## src/rtl/sign_apply16_pipe.sv

```systemverilog
// Sign/magnitude to two's complement converter, two-stage valid/ready pipeline.
// The carry chain is split at N/2: stage 1 resolves the low half, stage 2 the high half.
module sign_apply16_pipe #(
  parameter int N   = 16,
  parameter bit SAT = 1'b0
) (
  input  logic         clk,
  input  logic         rst_n,
  input  logic         in_valid,
  output logic         in_ready,
  input  logic         in_sign,
  input  logic [N-1:0] in_mag,
  output logic         out_valid,
  input  logic         out_ready,
  output logic [N-1:0] out_data,
  output logic         out_ovf
);

  localparam int H = N / 2;

  logic         v1;
  logic [H-1:0] lo1;
  logic         carry1;
  logic [H-1:0] hiX1;
  logic         ovf1;
  logic         sign1;

  logic         v2;
  logic [N-1:0] dataReg;
  logic         ovfReg;

  logic         stage2Ready;
  logic         load1;
  logic         load2;

  logic [N-1:0] xInv;
  logic [H:0]   loSum;
  logic         ovfIn;
  logic [H-1:0] hiSum;
  logic [N-1:0] wrapped;
  logic [N-1:0] satValue;
  logic [N-1:0] result;

  assign stage2Ready = !v2 || out_ready;
  assign in_ready    = !v1 || stage2Ready;
  assign load1       = in_valid && in_ready;
  assign load2       = v1 && stage2Ready;

  // Conditional invert plus the +1 of negation enters as the low-half carry-in.
  assign xInv  = in_mag ^ {N{in_sign}};
  assign loSum = {1'b0, xInv[H-1:0]} + {{H{1'b0}}, in_sign};
  assign ovfIn = (!in_sign && in_mag[N-1]) ||
                 (in_sign && in_mag[N-1] && (|in_mag[N-2:0]));

  assign hiSum    = hiX1 + {{(H-1){1'b0}}, carry1};
  assign wrapped  = {hiSum, lo1};
  assign satValue = sign1 ? {1'b1, {(N-1){1'b0}}} : {1'b0, {(N-1){1'b1}}};
  assign result   = (SAT && ovf1) ? satValue : wrapped;

  always_ff @(posedge clk or negedge rst_n) begin
    if (!rst_n) begin
      v1     <= 1'b0;
      lo1    <= '0;
      carry1 <= 1'b0;
      hiX1   <= '0;
      ovf1   <= 1'b0;
      sign1  <= 1'b0;
    end else if (load1) begin
      v1     <= 1'b1;
      lo1    <= loSum[H-1:0];
      carry1 <= loSum[H];
      hiX1   <= xInv[N-1:H];
      ovf1   <= ovfIn;
      sign1  <= in_sign;
    end else if (load2) begin
      v1 <= 1'b0;
    end
  end

  // Output register holds its value while the consumer stalls.
  always_ff @(posedge clk or negedge rst_n) begin
    if (!rst_n) begin
      v2      <= 1'b0;
      dataReg <= '0;
      ovfReg  <= 1'b0;
    end else if (load2) begin
      v2      <= 1'b1;
      dataReg <= result;
      ovfReg  <= ovf1;
    end else if (out_ready) begin
      v2 <= 1'b0;
    end
  end

  assign out_valid = v2;
  assign out_data  = dataReg;
  assign out_ovf   = ovfReg;

endmodule
```

## config.mk

```make
export PLATFORM = sky130hd
export DESIGN_NAME = sign_apply16_pipe
export DESIGN_NICKNAME = d
export VERILOG_FILES = /design/src/rtl/sign_apply16_pipe.sv
export SDC_FILE = /design/constraint.sdc
export NUM_CORES = 1
export LEC_CHECK = 0
export ABC_CLOCK_PERIOD_IN_PS = 1800
export BUFFER_PORTS_ARGS = -buffer_cell sky130_fd_sc_hd__buf_2
export CELL_PAD_IN_SITES_DETAIL_PLACEMENT = 1
export CELL_PAD_IN_SITES_GLOBAL_PLACEMENT = 1
export CORE_MARGIN = 4
export CORE_UTILIZATION = 41
export CTS_BUF_LIST = sky130_fd_sc_hd__clkbuf_8 sky130_fd_sc_hd__clkbuf_16
export CTS_CLUSTER_DIAMETER = 30
export DETAILED_ROUTE_END_ITERATION = 8
export PLACE_DENSITY = 0.89
export SETUP_SLACK_MARGIN = 0.02
export SLEW_MARGIN = 20
export SYNTH_ARGS = -nofsm -noshare
export SYNTH_HDL_FRONTEND = slang
export SYNTH_SLANG_ARGS = --single-unit
export TNS_END_PERCENT = 5
```

## constraint.sdc

```tcl
create_clock -name clk -period 1.8 [get_ports clk]
set_clock_uncertainty 0.15 [all_clocks]
set_input_delay 0.18 -clock clk [delete_from_list [all_inputs] [get_ports clk]]
set_output_delay 0.18 -clock clk [all_outputs]
set_load 0.01 [all_outputs]
```

==> impl_metrics.env, run 1 <==
export IMPL_die_area_um2=5720
export IMPL_ys_warn_count=0
export IMPL_drcViolationCount=0
export IMPL_relSlewSlack_pct=69.0
export IMPL_worstSetupPathType="input port to flop"
export IMPL_synth_top_area_share_pct=49.3
export IMPL_drv_cap=0
export IMPL_grt_max_degree=38
export IMPL_start_util_pct=42.8
export IMPL_core_um2=4380
export IMPL_worstSkewPairLatency_ns=0.29
export IMPL_critPathMaxFanout=6
export IMPL_crit_family="compound AO/OA/AOI/OAI gates"
export IMPL_synth_seq_cells=37
export IMPL_worstMarginPinSlew_ns=0.466
export IMPL_root_buffer="clkbuf_8"
export IMPL_cts_tree="built"
export IMPL_synth_area_leaders="dfrtp_1 49%, xnor2_1 7.5%, mux2_2 6.6%"
export IMPL_hp_class="input port to flop"
export IMPL_dp_hpwl_mm=3.23
export IMPL_routed_wl_mm=4.25
export IMPL_area_delta_synth_final_pct=20.2
export IMPL_layout_drive_gt1_share_pct=28.4
export IMPL_cts_clk_slew_worst_paths_ns=0.07
export IMPL_cp_slowest_cell="nor4b_1"
export IMPL_wl_met1_mm=1.77
export IMPL_routed_top_layer="met4"
export IMPL_crit_path_max_incr_delay_ns=0.31
export IMPL_wl_per_cell_um=15.0
export IMPL_place_inst=274
export IMPL_n_fill_cell=505
export IMPL_gp_congestion=0.831
export IMPL_rsz0062_at_grt="no"
export IMPL_period_minus_slack_ns=1.58
export IMPL_portBuffers=39
export IMPL_final_common_cell="buf_2"
export IMPL_htreeDepth=2
export IMPL_power_density_nw_per_um2=997
export IMPL_synth_cells=187
export IMPL_grt_ovfl_total=0
export IMPL_status="complete, no violations"
export IMPL_yosysUniqueCellTypes=28
export IMPL_first_iter_violations=37
export IMPL_path_cells="buf_2 > xor2_1 > ha_2 > nor4b_1 > o221ai_1 > xnor2_1 > o21ai_0"
export IMPL_yosysTopAreaCell="dfrtp_1"
export IMPL_grt_total_usage_pct=16.3
export IMPL_die_width_um=75.7
export IMPL_die_h_um=75.7
export IMPL_post_dp_cell_area_um2=2130
export IMPL_multiInputGateArea_um2=896
export IMPL_drv_slew=0
export IMPL_finalNonFillerCells=284
export IMPL_grt_pass1_vias=1521
export IMPL_clock_fmax_mhz=633
export IMPL_setup_viol=0
export IMPL_p_leak_uw=0.00100
export IMPL_layout_common_cells="39 x buf_2, 37 x dfrtp_1, 30 x nand2_1"
export IMPL_syn_area_um2=1880
export IMPL_worstPathRequired_ns=1.85
export IMPL_first_pass_iters=4
export IMPL_vias=1501
export IMPL_num_io_pins=40
export IMPL_postSynthAreaPerCell_um2=10.0
export IMPL_yosysSeqAreaShare_pct=49.3
export IMPL_cts_resized=0
export IMPL_cts_buffer_depth=2
export IMPL_period_share_pct=87.7
export IMPL_syn_num_nets=214
export IMPL_clock_sinks=37
export IMPL_final_cell_area_um2=2260
export IMPL_crit_path_end_kind="flop"
export IMPL_critPathArrivalTime_ns=1.63
export IMPL_antenna_found_initial=0
export IMPL_postRouteAntennaNets=0
export IMPL_grt_pass1_wl_mm=6.99
export IMPL_final_hold_violation_count=0
export IMPL_wl_met3_um=230
export IMPL_avgViaCountPerCell=5.29
export IMPL_register_area_um2=926
export IMPL_cts_made_buffers=5
export IMPL_worst_path_buf_inv=1
export IMPL_rows=24
export IMPL_cp_start_kind="input port"
export IMPL_vdd_drop_max_uv=494
export IMPL_route_met2_wl_mm=2.21
export IMPL_nets=258
export IMPL_antennaDiodeCount=0
-- registers in the layout (all words and copies together) (netlist names) --
signal	cells
carry1	1
hiX1	8
lo1	8
out_data	16
out_ovf	1
out_valid	1
ovf1	1
v1	1
-- cells by family (layout without fill, tap and decap cells) --
kind of cell               after synthesis  after routing  share of synthesized area [%]
muxes                                   11             11                           6.60
DFF                                     37             37                           49.3
xor gates and xnor gates                20             20                           9.33
adders and majority gates                6              6                           4.00
AOI/OAI and AO/OA                       36             36                           10.7
buffers and inverters                   12             57                           3.07
and+or+nand+nor                         65             65                           17.0
-- what timing repair did --
item                                   CTS  global route
setup buffers                            0             0
endpoints found under the hold margin   38             0
hold buffers                             2             0
-- report_power, final --
group,switching (uW),total [uW],internal [uW]
registers,97.4,1100,998
logic,275,523,248
clock network,285,631,346
total,658,2250,1590
-- per-stage QoR --
step / worst slack, ns / total power (uW) / hold slack [ns] / utilization [%] / TNS [ns]
4_1_cts: 0.256 / 2300 / 0.0312 / 51.5 / 0
6_report: 0.221 / 2250 / 0.0410 / 51.5 / 0
5_1_grt: 0.129 / 2400 / 0.0617 / 51.5 / 0
2_1_floorplan: 0.0247 / 1410 / -0.266 / - / 0
3_5_place_dp: -0.0301 / 1650 / 0.110 / 48.7 / -0.0301
3_3_place_gp: 0.127 / 1610 / 0.0978 / 48.7 / 0
-- area by class of cell --
class,count,area share (%)
Sequential cell,37,41.0
Multi-Input combinational cell,138,39.7
Timing Repair Buffer,47,11.5
Clock buffer,7,4.27
Tap cell,52,2.88
Inverter,2,0.333
Clock inverter,1,0.222
-- worst min-delay path: cells and delay by family --
family | cells | cell delay [ns]
XOR/XNOR | 1 | 0.10
AO/OA/AOI/OAI | 1 | 0.07
buffers and inverters | 1 | 0.09
-- path summary, 6_finish.rpt --
check	start	endpoint	slack (ns)	cells past startpoint
setup / recovery	in_mag[1]	lo1[6]$_DFFE_PN0P_	0.22	7
hold / removal	in_mag[14]	hiX1[6]$_DFFE_PN0P_	0.04	3
setup reg to reg	carry1$_DFFE_PN0P_	out_data[14]$_DFFE_PN0P_	0.35	6
hold reg to reg	out_data[12]$_DFFE_PN0P_	out_data[12]$_DFFE_PN0P_	0.32	2
max in group asynchronous	rst_n	lo1[3]$_DFFE_PN0P_	0.85	3
min in group asynchronous	rst_n	out_data[14]$_DFFE_PN0P_	0.32	3
-- routing by layer --
layer / up-vias / track usage, %
met5: - / 0
met4: 0 / 4.08
met3: 3 / 4.35
met2: 34 / 27.5
met1: 732 / 20.9
li1: 732 / -
-- synthesized netlist by cell type --
master and instances:
dfrtp_1 37, nand2_1 30, o21ai_0 21, xnor2_1 16
mux2_2 11, nor2_1 9, a21oi_1 7, ha_1 6
nand2b_1 5, nand3_1 5, buf_2 4, clkbuf_1 4
xor2_1 4, a31oi_1 3, nor3_1 3, nor4_1 3
and2_1 2, buf_4 2, inv_1 2, nand3b_1 2
nand4_1 2, o31ai_1 2, or3_1 2, nor4_4 1
nor4b_1 1, o21a_1 1, o221ai_1 1, o2bb2a_1 1
Power figures use the tool's default switching activity.
==> run 2: changes to the inputs <==
RECOVER_POWER = 25   (was unset)
SLEW_MARGIN = 0   (was 20)
==> run 2 against run 1 <==
Clock-buffer cell count unchanged; register-to-register slack about the same; cell count unchanged; power about the same; fmax unchanged; hold slack unchanged; die area unchanged; design area down 0.17%; setup slack unchanged; sequential power about the same; first-iteration DRC count unchanged.
==> impl_metrics.env, run 2 (synthesis results as in run 1) <==
export IMPL_relSlewSlack_pct=39.1
export IMPL_fin_ws_ns=0.221
export IMPL_area_delta_synth_final_pct=20.0
export IMPL_grt_ovfl_total=0
export IMPL_cts_tree="built"
export IMPL_dp_hpwl_mm=3.23
export IMPL_rsz0062_at_grt="no"
export IMPL_grt_total_usage_pct=16.3
export IMPL_final_cell_area_um2=2250
export IMPL_start_util_pct=42.8
export IMPL_whs_ns=0.0410
export IMPL_cp_start_kind="input port"
export IMPL_register_area_um2=926
export IMPL_drv_cap=0
export IMPL_antenna_found_initial=0
export IMPL_vias=1503
export IMPL_cts_buffer_depth=2
export IMPL_largest_reg_flops=16
export IMPL_num_io_pins=40
export IMPL_final_hold_violation_count=0
export IMPL_core_um2=4380
export IMPL_cp_slowest_cell="nor4b_1"
export IMPL_nets=258
export IMPL_clock_sinks=37
export IMPL_setup_viol=0
export IMPL_htreeDepth=2
export IMPL_hp_class="input port to flop"
export IMPL_critPathArrivalTime_ns=1.63
export IMPL_root_buffer="clkbuf_8"
export IMPL_routed_wl_mm=4.25
export IMPL_final_common_cell="buf_2"
export IMPL_die_width_um=75.7
export IMPL_grt_util_met3_pct=4.35
export IMPL_rows=24
export IMPL_met2_usage_pct=27.5
export IMPL_met1_usage_pct=20.9
export IMPL_postRouteAntennaNets=0
export IMPL_worstSetupPathType="input port to flop"
export IMPL_status="complete, no violations"
export IMPL_worstSkewPairLatency_ns=0.29
export IMPL_portBuffers=39
export IMPL_worstMarginPinSlew_ns=0.913
export IMPL_clock_fmax_mhz=633
export IMPL_first_pass_iters=4
export IMPL_avgViaCountPerCell=5.29
export IMPL_p_leak_uw=0.000999
export IMPL_post_dp_cell_area_um2=2130
export IMPL_drcViolationCount=0
export IMPL_critPathMaxFanout=6
export IMPL_worstPathRequired_ns=1.85
export IMPL_crit_path_end_kind="flop"
export IMPL_n_fill_cell=506
export IMPL_cts_made_buffers=5
export IMPL_crit_path_max_incr_delay_ns=0.31
export IMPL_antennaDiodeCount=0
export IMPL_first_iter_violations=37
export IMPL_die_h_um=75.7
export IMPL_place_ws_ns=-0.0301
export IMPL_period_minus_slack_ns=1.58
export IMPL_layout_drive_gt1_share_pct=28.0
export IMPL_gp_congestion=0.831
export IMPL_path_cells="buf_2 > xor2_1 > ha_2 > nor4b_1 > o221ai_1 > xnor2_1 > o21ai_0"
export IMPL_grt_pass1_wl_mm=6.99
export IMPL_vdd_drop_max_uv=493
export IMPL_grt_pass1_vias=1521
export IMPL_layout_common_cells="38 x buf_2, 37 x dfrtp_1, 30 x nand2_1"
export IMPL_period_share_pct=87.7
export IMPL_grt_max_degree=38
export IMPL_drv_slew=0
export IMPL_multiInputGateArea_um2=896
export IMPL_busiest_layer="met2"
export IMPL_cts_resized=0
export IMPL_die_area_um2=5720
export IMPL_power_density_nw_per_um2=998
export IMPL_cts_clk_slew_worst_paths_ns=0.07
export IMPL_wl_per_cell_um=15.0
## run 2: changes by cell type in the layout (fill, tap and decap cells not counted), sizes merged
cell and change:
buf -2, clkbuf +2
## run 2: final cells by class
type | count | area share (%)
flip-flops and latches | 37 | 41.1
multi-input cells | 138 | 39.8
repair buffers | 47 | 11.4
clock buffers | 7 | 4.28
well taps | 52 | 2.89
inverters | 2 | 0.333
clock inverters | 1 | 0.222
## run 2: metrics by stage
step	TNS, ns	utilization, %	std cells	power (uW)
finish	0	51.4	284	2250
detailed placement	-0.0301	48.7	274	1650
global placement	0	48.7	274	1610
global route	0	51.4	284	2400
floorplan	0	-	187	1410
CTS	0	51.5	284	2300
## run 2: routing by layer
metal	up-vias	part of all wire (%)
met5	-	0
met4	0	0.75
met3	3	5.3
met2	34	52
met1	734	42
li1	732	-
## run 2: timing repair
item	in CTS	in global routing
hold endpoints to repair	38	0
buffers inserted	0	0
hold buffers	2	0
## run 2: worst paths after layout
kind / start / endpoint / slack (ns) / cells past startpoint
setup reg to reg: carry1$_DFFE_PN0P_ / out_data[14]$_DFFE_PN0P_ / 0.35 / 6
hold / removal: in_mag[14] / hiX1[6]$_DFFE_PN0P_ / 0.04 / 3
setup / recovery: in_mag[1] / lo1[6]$_DFFE_PN0P_ / 0.22 / 7
hold reg to reg: out_data[12]$_DFFE_PN0P_ / out_data[12]$_DFFE_PN0P_ / 0.32 / 2
min in group asynchronous: rst_n / out_data[14]$_DFFE_PN0P_ / 0.48 / 3
max in group asynchronous: rst_n / lo1[3]$_DFFE_PN0P_ / 0.45 / 3
## run 2: power breakdown
group | switching [uW] | total [uW] | internal [uW] | leakage, uW
Combinational | 275 | 522 | 247 | 0.000497
Clock | 285 | 631 | 346 | 0.0000542
Sequential | 97.3 | 1100 | 998 | 0.000448
Total | 657 | 2250 | 1590 | 0.000999
## run 2: critical path: cells and delay by family
| kind | cells | cell delay [ns] |
|---|---|---|
| buf+inv | 1 | 0.16 |
| simple gates | 1 | 0.31 |
| fa+ha+maj | 1 | 0.26 |
| xor+xnor | 2 | 0.36 |
| compound gates | 2 | 0.37 |
